**src/rtl/decode_3_8_pkg.sv**
```systemverilog
// ----------------------------------------------------------------------------
// decode_3_8_pkg
// Shared types and constants for the registered 3-to-8 decoder family.
//   - state encoding for the decode/sweep FSM
//   - bus widths
//   - active-high 7-segment glyph table for digits 0..7 and the blank value
//   - helper producing a one-hot LED vector from a binary code
// ----------------------------------------------------------------------------
package decode_3_8_pkg;

    localparam int unsigned CODE_W = 3;
    localparam int unsigned LED_W  = 8;
    localparam int unsigned SEG_W  = 8;
    localparam int unsigned ST_W   = 2;

    // FSM state encoding
    typedef enum logic [ST_W-1:0] {
        S_IDLE  = 2'd0,
        S_SHOW  = 2'd1,
        S_SWEEP = 2'd2
    } state_e;

    // Plain-vector aliases of the state encoding for the state register
    localparam logic [ST_W-1:0] ST_IDLE  = S_IDLE;
    localparam logic [ST_W-1:0] ST_SHOW  = S_SHOW;
    localparam logic [ST_W-1:0] ST_SWEEP = S_SWEEP;

    // Active-high glyphs, bit0=a .. bit6=g, bit7=dp; entry n is digit n
    localparam logic [7:0][SEG_W-1:0] SEG_PAT = {
        8'h07,  // 7
        8'h7D,  // 6
        8'h6D,  // 5
        8'h66,  // 4
        8'h4F,  // 3
        8'h5B,  // 2
        8'h06,  // 1
        8'h3F   // 0
    };

    // Active-low display with every segment and the dp dark
    localparam logic [SEG_W-1:0] SEG_BLANK = 8'hFF;

    // One-hot LED vector with bit n set for code n
    function automatic logic [LED_W-1:0] onehot_of(input logic [CODE_W-1:0] code);
        logic [LED_W-1:0] v;
        v       = '0;
        v[code] = 1'b1;
        return v;
    endfunction

endpackage : decode_3_8_pkg

```
**src/rtl/decode_3_8_seq_if.sv**
```systemverilog
// ----------------------------------------------------------------------------
// decode_3_8_seq_if
// Request/display bundle of the registered 3-to-8 decoder.
//   en        block enable; low forces idle
//   mode      0 = decode, 1 = sweep
//   in_valid  qualifies code in decode mode
//   code      binary code to decode
//   out_valid onehot/seg currently show a code
//   onehot    one-hot LED vector, zero when idle
//   seg       active-low 7-segment digit, dp always dark
// master: the side issuing codes; slave: the decoder.
// ----------------------------------------------------------------------------
interface decode_3_8_seq_if;
    import decode_3_8_pkg::*;

    logic              en;
    logic              mode;
    logic              in_valid;
    logic [CODE_W-1:0] code;
    logic              out_valid;
    logic [LED_W-1:0]  onehot;
    logic [SEG_W-1:0]  seg;

    modport master (
        output en,
        output mode,
        output in_valid,
        output code,
        input  out_valid,
        input  onehot,
        input  seg
    );

    modport slave (
        input  en,
        input  mode,
        input  in_valid,
        input  code,
        output out_valid,
        output onehot,
        output seg
    );

endinterface : decode_3_8_seq_if

```
**src/rtl/seg7_digit.sv**
```systemverilog
// ----------------------------------------------------------------------------
// seg7_digit
// Combinational 3-bit code to active-low 7-segment digit.
//   code  [2:0]  digit to show (0..7)
//   en           1 = show the digit, 0 = blank
//   seg   [7:0]  active-low segments, seg[0]=a .. seg[6]=g, seg[7]=dp (dark)
// ----------------------------------------------------------------------------
module seg7_digit
    import decode_3_8_pkg::*;
(
    input  logic [CODE_W-1:0] code,
    input  logic              en,
    output logic [SEG_W-1:0]  seg
);

    // Glyph table is active-high with dp clear, so inversion also darkens dp
    always_comb begin
        seg = SEG_BLANK;
        if (en) begin
            seg = ~SEG_PAT[code];
        end
    end

endmodule : seg7_digit

```
**src/rtl/decode_3_8_seq.sv**
```systemverilog
// ----------------------------------------------------------------------------
// decode_3_8_seq
// Registered 3-to-8 decoder with hold stretcher and LED sweep self-test.
//   clk      clock, all state changes on posedge
//   rst_n    synchronous active-low reset
//   bus      decode_3_8_seq_if.slave:
//              en, mode, in_valid, code         (inputs)
//              out_valid, onehot (registered), seg (from registered state)
// Parameters:
//   HOLD_CYCLES  extra cycles a code stays shown after in_valid drops
//   SWEEP_DIV    clk cycles per sweep step (>= 1)
// ----------------------------------------------------------------------------
module decode_3_8_seq
    import decode_3_8_pkg::*;
#(
    parameter int unsigned HOLD_CYCLES = 3,
    parameter int unsigned SWEEP_DIV   = 25_000_000
) (
    input  logic             clk,
    input  logic             rst_n,
    decode_3_8_seq_if.slave  bus
);

    // Counter widths, each at least one bit so HOLD_CYCLES=0 / SWEEP_DIV=1 stay legal
    localparam int unsigned HOLD_W = (HOLD_CYCLES == 0) ? 1 : $clog2(HOLD_CYCLES + 1);
    localparam int unsigned DIV_W  = (SWEEP_DIV <= 1)   ? 1 : $clog2(SWEEP_DIV);

    localparam logic [HOLD_W-1:0] HOLD_LOAD = HOLD_W'(HOLD_CYCLES);
    localparam logic [DIV_W-1:0]  DIV_LAST  = DIV_W'(SWEEP_DIV - 1);

    logic [ST_W-1:0]   state_q,    state_d;
    logic [CODE_W-1:0] cur_code_q, cur_code_d;
    logic              valid_q,    valid_d;
    logic [LED_W-1:0]  onehot_q,   onehot_d;
    logic [HOLD_W-1:0] hold_cnt_q, hold_cnt_d;
    logic [DIV_W-1:0]  div_cnt_q,  div_cnt_d;
    logic [SEG_W-1:0]  seg_c;

    // State and output registers
    always_ff @(posedge clk) begin
        if (!rst_n) begin
            state_q    <= ST_IDLE;
            cur_code_q <= '0;
            valid_q    <= 1'b0;
            onehot_q   <= '0;
            hold_cnt_q <= '0;
            div_cnt_q  <= '0;
        end else begin
            state_q    <= state_d;
            cur_code_q <= cur_code_d;
            valid_q    <= valid_d;
            onehot_q   <= onehot_d;
            hold_cnt_q <= hold_cnt_d;
            div_cnt_q  <= div_cnt_d;
        end
    end

    // Next-state and next-output logic; priority en=0 > sweep > decode
    always_comb begin
        state_d    = state_q;
        cur_code_d = cur_code_q;
        valid_d    = valid_q;
        hold_cnt_d = hold_cnt_q;
        div_cnt_d  = div_cnt_q;

        if (!bus.en) begin
            state_d    = ST_IDLE;
            cur_code_d = '0;
            valid_d    = 1'b0;
            hold_cnt_d = '0;
            div_cnt_d  = '0;
        end else if (bus.mode) begin
            if (state_q != ST_SWEEP) begin
                // Entry abandons any pending hold and restarts at LED 0
                state_d    = ST_SWEEP;
                cur_code_d = '0;
                valid_d    = 1'b1;
                hold_cnt_d = '0;
                div_cnt_d  = '0;
            end else if (div_cnt_q == DIV_LAST) begin
                div_cnt_d  = '0;
                cur_code_d = CODE_W'(cur_code_q + 1'b1);
            end else begin
                div_cnt_d  = DIV_W'(div_cnt_q + 1'b1);
            end
        end else if (bus.in_valid) begin
            // code is only sampled when qualified, so X on it cannot leak
            state_d    = ST_SHOW;
            cur_code_d = bus.code;
            valid_d    = 1'b1;
            hold_cnt_d = HOLD_LOAD;
        end else begin
            case (state_q)
                ST_SHOW: begin
                    if (hold_cnt_q != '0) begin
                        hold_cnt_d = HOLD_W'(hold_cnt_q - 1'b1);
                    end else begin
                        state_d = ST_IDLE;
                        valid_d = 1'b0;
                    end
                end
                ST_SWEEP: begin
                    state_d   = ST_IDLE;
                    valid_d   = 1'b0;
                    div_cnt_d = '0;
                end
                default: begin
                    state_d = ST_IDLE;
                    valid_d = 1'b0;
                end
            endcase
        end

        onehot_d = valid_d ? onehot_of(cur_code_d) : '0;
    end

    seg7_digit u_seg7_digit (
        .code (cur_code_q),
        .en   (valid_q),
        .seg  (seg_c)
    );

    assign bus.out_valid = valid_q;
    assign bus.onehot    = onehot_q;
    assign bus.seg       = seg_c;

endmodule : decode_3_8_seq

```
**src/flat_wrapper.sv**
```systemverilog
// flat-port wrapper written by rule: the top's interface ports become plain ports
module decode_3_8_seq_flat import decode_3_8_pkg::*;
#(
    parameter int unsigned HOLD_CYCLES = 3,
    parameter int unsigned SWEEP_DIV   = 25_000_000
)
  (clk, rst_n, bus_en, bus_mode, bus_in_valid, bus_code, bus_out_valid, bus_onehot, bus_seg);
  decode_3_8_seq_if bus_i ();
  input  logic clk;
  input  logic rst_n;
  input wire logic [$bits(bus_i.en)-1:0] bus_en;
  input wire logic [$bits(bus_i.mode)-1:0] bus_mode;
  input wire logic [$bits(bus_i.in_valid)-1:0] bus_in_valid;
  input wire logic [$bits(bus_i.code)-1:0] bus_code;
  output wire logic [$bits(bus_i.out_valid)-1:0] bus_out_valid;
  output wire logic [$bits(bus_i.onehot)-1:0] bus_onehot;
  output wire logic [$bits(bus_i.seg)-1:0] bus_seg;
  assign bus_i.en = bus_en;
  assign bus_i.mode = bus_mode;
  assign bus_i.in_valid = bus_in_valid;
  assign bus_i.code = bus_code;
  assign bus_out_valid = bus_i.out_valid;
  assign bus_onehot = bus_i.onehot;
  assign bus_seg = bus_i.seg;
  decode_3_8_seq #(.HOLD_CYCLES(HOLD_CYCLES), .SWEEP_DIV(SWEEP_DIV)) u_core (.clk(clk), .rst_n(rst_n), .bus(bus_i));
endmodule
```
**config.mk**
```make
export PLATFORM = sky130hd
export DESIGN_NAME = decode_3_8_seq_flat
export DESIGN_NICKNAME = d
export VERILOG_FILES = /design/src/rtl/decode_3_8_pkg.sv /design/src/rtl/decode_3_8_seq_if.sv /design/src/rtl/seg7_digit.sv /design/src/rtl/decode_3_8_seq.sv /design/src/flat_wrapper.sv
export SDC_FILE = /design/constraint.sdc
export NUM_CORES = 1
export LEC_CHECK = 0
export ABC_AREA = 1
export CAP_MARGIN = 30
export CORE_UTILIZATION = 41
export DETAILED_ROUTE_END_ITERATION = 16
export MAX_ROUTING_LAYER = met4
export PLACE_DENSITY_LB_ADDON = 0.25
export REMOVE_ABC_BUFFERS = 1
export SYNTH_ARGS = -nofsm -noshare
export SYNTH_HDL_FRONTEND = slang
export SYNTH_SLANG_ARGS = --single-unit
```
**constraint.sdc**
```tcl
create_clock -name clk -period 2.6 [get_ports clk]
set_input_delay 0.26 -clock clk [delete_from_list [all_inputs] [get_ports clk]]
set_output_delay 0.26 -clock clk [all_outputs]
set_load 0.01 [all_outputs]
```
==> impl_metrics.tcl <==
set metrics [dict create \
    status "finished, final reports clean" \
    yosysTopAreaCell "dfxtp_1" \
    worstHoldPathCells 2 \
    routabilityCongestion 0.879 \
    yosysMostFrequentCell "nand2_1" \
    cts_buffer_depth 2 \
    root_buffer "clkbuf_8" \
    port_buffers 23 \
    start_kind "register" \
    grt_pass1_wl_um 10600 \
    max_freq_mhz 456 \
    fin_tns_setup_ns 0 \
    p_per_area_mw_per_mm2 428 \
    dpl_cell_area_mm2 0.00305 \
    antenna_found_initial 0 \
    start_util_pct 42.8 \
    p_leak_nw 1.32 \
    clk_latency_ns 0.30 \
    postCtsSetupRepairBufs 0 \
    synth-edff-count 0 \
    grt_usage_pct 19.0 \
    postRouteWirelength_um 5760 \
    crit_start "u_core.div_cnt_q[0]" \
    synth_top_area_share_pct 35.1 \
    rows 29 \
    hp-class "register to register" \
    netlist_top_cells_area "dfxtp_1 35%, nand2_1 12%, nor2_1 7.1%, inv_1 6.7%, nand3_1 4.6%" \
    dieArea_mm2 0.00700 \
    clock_sinks 48 \
    antennaDiodeCount 0 \
    holdPathEnd "u_core.div_cnt_q[1]" \
    hold_viol 0 \
    yosys-top-cells-count "87 x nand2_1, 52 x nor2_1, 49 x inv_1" \
    cp_max_fo 6 \
    vias 2387 \
    finalMaxSlewViolations 0 \
    worstSetupPathType "register to register" \
    cts_resized 0 \
    setup_viol 0 \
    reg2regPathDepth 13 \
    fin_skew_ns 0.00774 \
    post_drt_wl_per_cell_um 11.6 \
    syn_area_per_cell_um2 7.03 \
    synth_ff_type "dfxtp_1" \
    finalInstanceArea_mm2 0.00314 \
    io_pins 25 \
    maxCapViolCount 0 \
    cp.required_ns 2.85 \
    grt-ovfl-total 0 \
    yosys_warnings 0 \
    post-route-min-period_ns 2.19 \
    via_per_inst 4.81 \
    syn-cell-area_mm2 0.00274 \
    ctsHoldBuffers 0 \
    hp-start "u_core.div_cnt_q[1]" \
    grt_max_degree 15 \
    nNetsFinal 434 \
    end_kind "register" \
    r2r_setup_slack_ns 0.41 \
    ys_types 40 \
    fin_crit_sh_pct 84.3 \
    cts_tree "done" \
    ys_seq_elements 48 \
    drive_gt1_share_pct 15.8 \
    numCtsBuffers 5 \
    area_growth_pct 14.8 \
    cts-htree-levels 2 \
    grt_pass1_vias 2379 \
    vdd_drop_max_mv 0.271 \
    rsz0062_at_grt "no" \
    post-dp-hpwl_um 4550 \
    core_mm2 0.00639 \
    synthCells 389 \
    synth-seq-area-share_pct 35.1 \
    critPathArrivalTime_ns 2.44 \
    drcViolationCount 0 \
    chipWidth_um 83.7 \
    drtAntennaViolNets 0 \
    die_height_um 83.7 \
    drtPass1Iterations 4 \
    clk_pin_slew_ns 0.09 \
    rr_startpoint "u_core.div_cnt_q[0]" \
    synthArstFlopShare_pct 0 \
    drtIter0Drc 71 \
]
-- cell usage in the layout, fill, tap and decap left out, types with 4 or more instances in the layout --
cell type,instances
nand2_1,87
nor2_1,52
inv_1,49
dfxtp_1,48
nand3_1,25
clkdlybuf4s50_1,23
nand2_2,14
a21oi_1,13
nand4_1,12
inv_2,10
o21ai_0,10
ha_1,8
nor2_2,7
nor2_4,7
nor3_1,6
clkbuf_8,6
buf_4,5
nand3b_1,4
-- through the flow --
step	worst slack (ns)	hold slack, ns	cells	power (mW)	utilization [%]
finish	0.407	0.492	496	1.34	49.2
global route	0.159	0.523	496	1.40	49.2
CTS	0.399	0.496	496	1.36	49.2
detailed placement	0.425	0.484	488	0.900	47.7
global placement	0.472	0.477	488	0.900	47.7
floorplan	0.680	0.338	383	0.842	-
-- final cells by class --
class	count	area, um2
Clock buffer	6	82.6
Multi-Input combinational cell	275	1500
Sequential cell	48	961
Clock inverter	2	10.0
Timing Repair Buffer	28	268
Fill cell	660	3250
Tap cell	77	96.3
Inverter	60	228
-- critical path, cell delays in order, from the launching register on --
cell and delay, ns:
dfxtp_1 0.39, ha_1 0.20, nand2_2 0.08, nor2_4 0.14
nand2_1 0.08, nor2_2 0.15, nand3_2 0.11, nand3b_1 0.14
nand3_1 0.22, inv_1 0.15, ha_1 0.23, inv_1 0.05
nand4_1 0.10, nand2_1 0.08
-- power breakdown --
group	total, mW	switching [mW]	internal, mW
Clock	0.463	0.250	0.213
Combinational	0.130	0.0790	0.0511
Sequential	0.752	0.00590	0.746
-- routing by layer --
layer / wire length [um] / GRT usage, % / vias to the layer above
li1: - / - / 1284
met1: 2880 / 24.8 / 1075
met2: 2690 / 30.7 / 22
met3: 132 / 3.26 / 6
met4: 60 / 4.62 / 0
met5: 0 / - / -
-- logic make-up (layout without fill, tap and decap cells) --
family | Yosys count | in the layout | synth area share (%)
compound gates | 34 | 34 | 7.96
xor+xnor | 4 | 4 | 1.28
simple gates | 228 | 228 | 41.6
fa+ha+maj | 8 | 8 | 3.66
flops | 48 | 48 | 35.1
other cells | 1 | 1 | 0.137
buf+inv | 66 | 96 | 10.2
-- how the worst max path moves through the flow --
stage          cells after the start  endpoint
6_report                          13  register
5_1_grt                           14  register
4_1_cts                           13  register
3_5_place_dp                      14  register
3_3_place_gp                      13  register
2_1_floorplan                     14  register
Note: power is estimated with default switching activity, not from simulation.
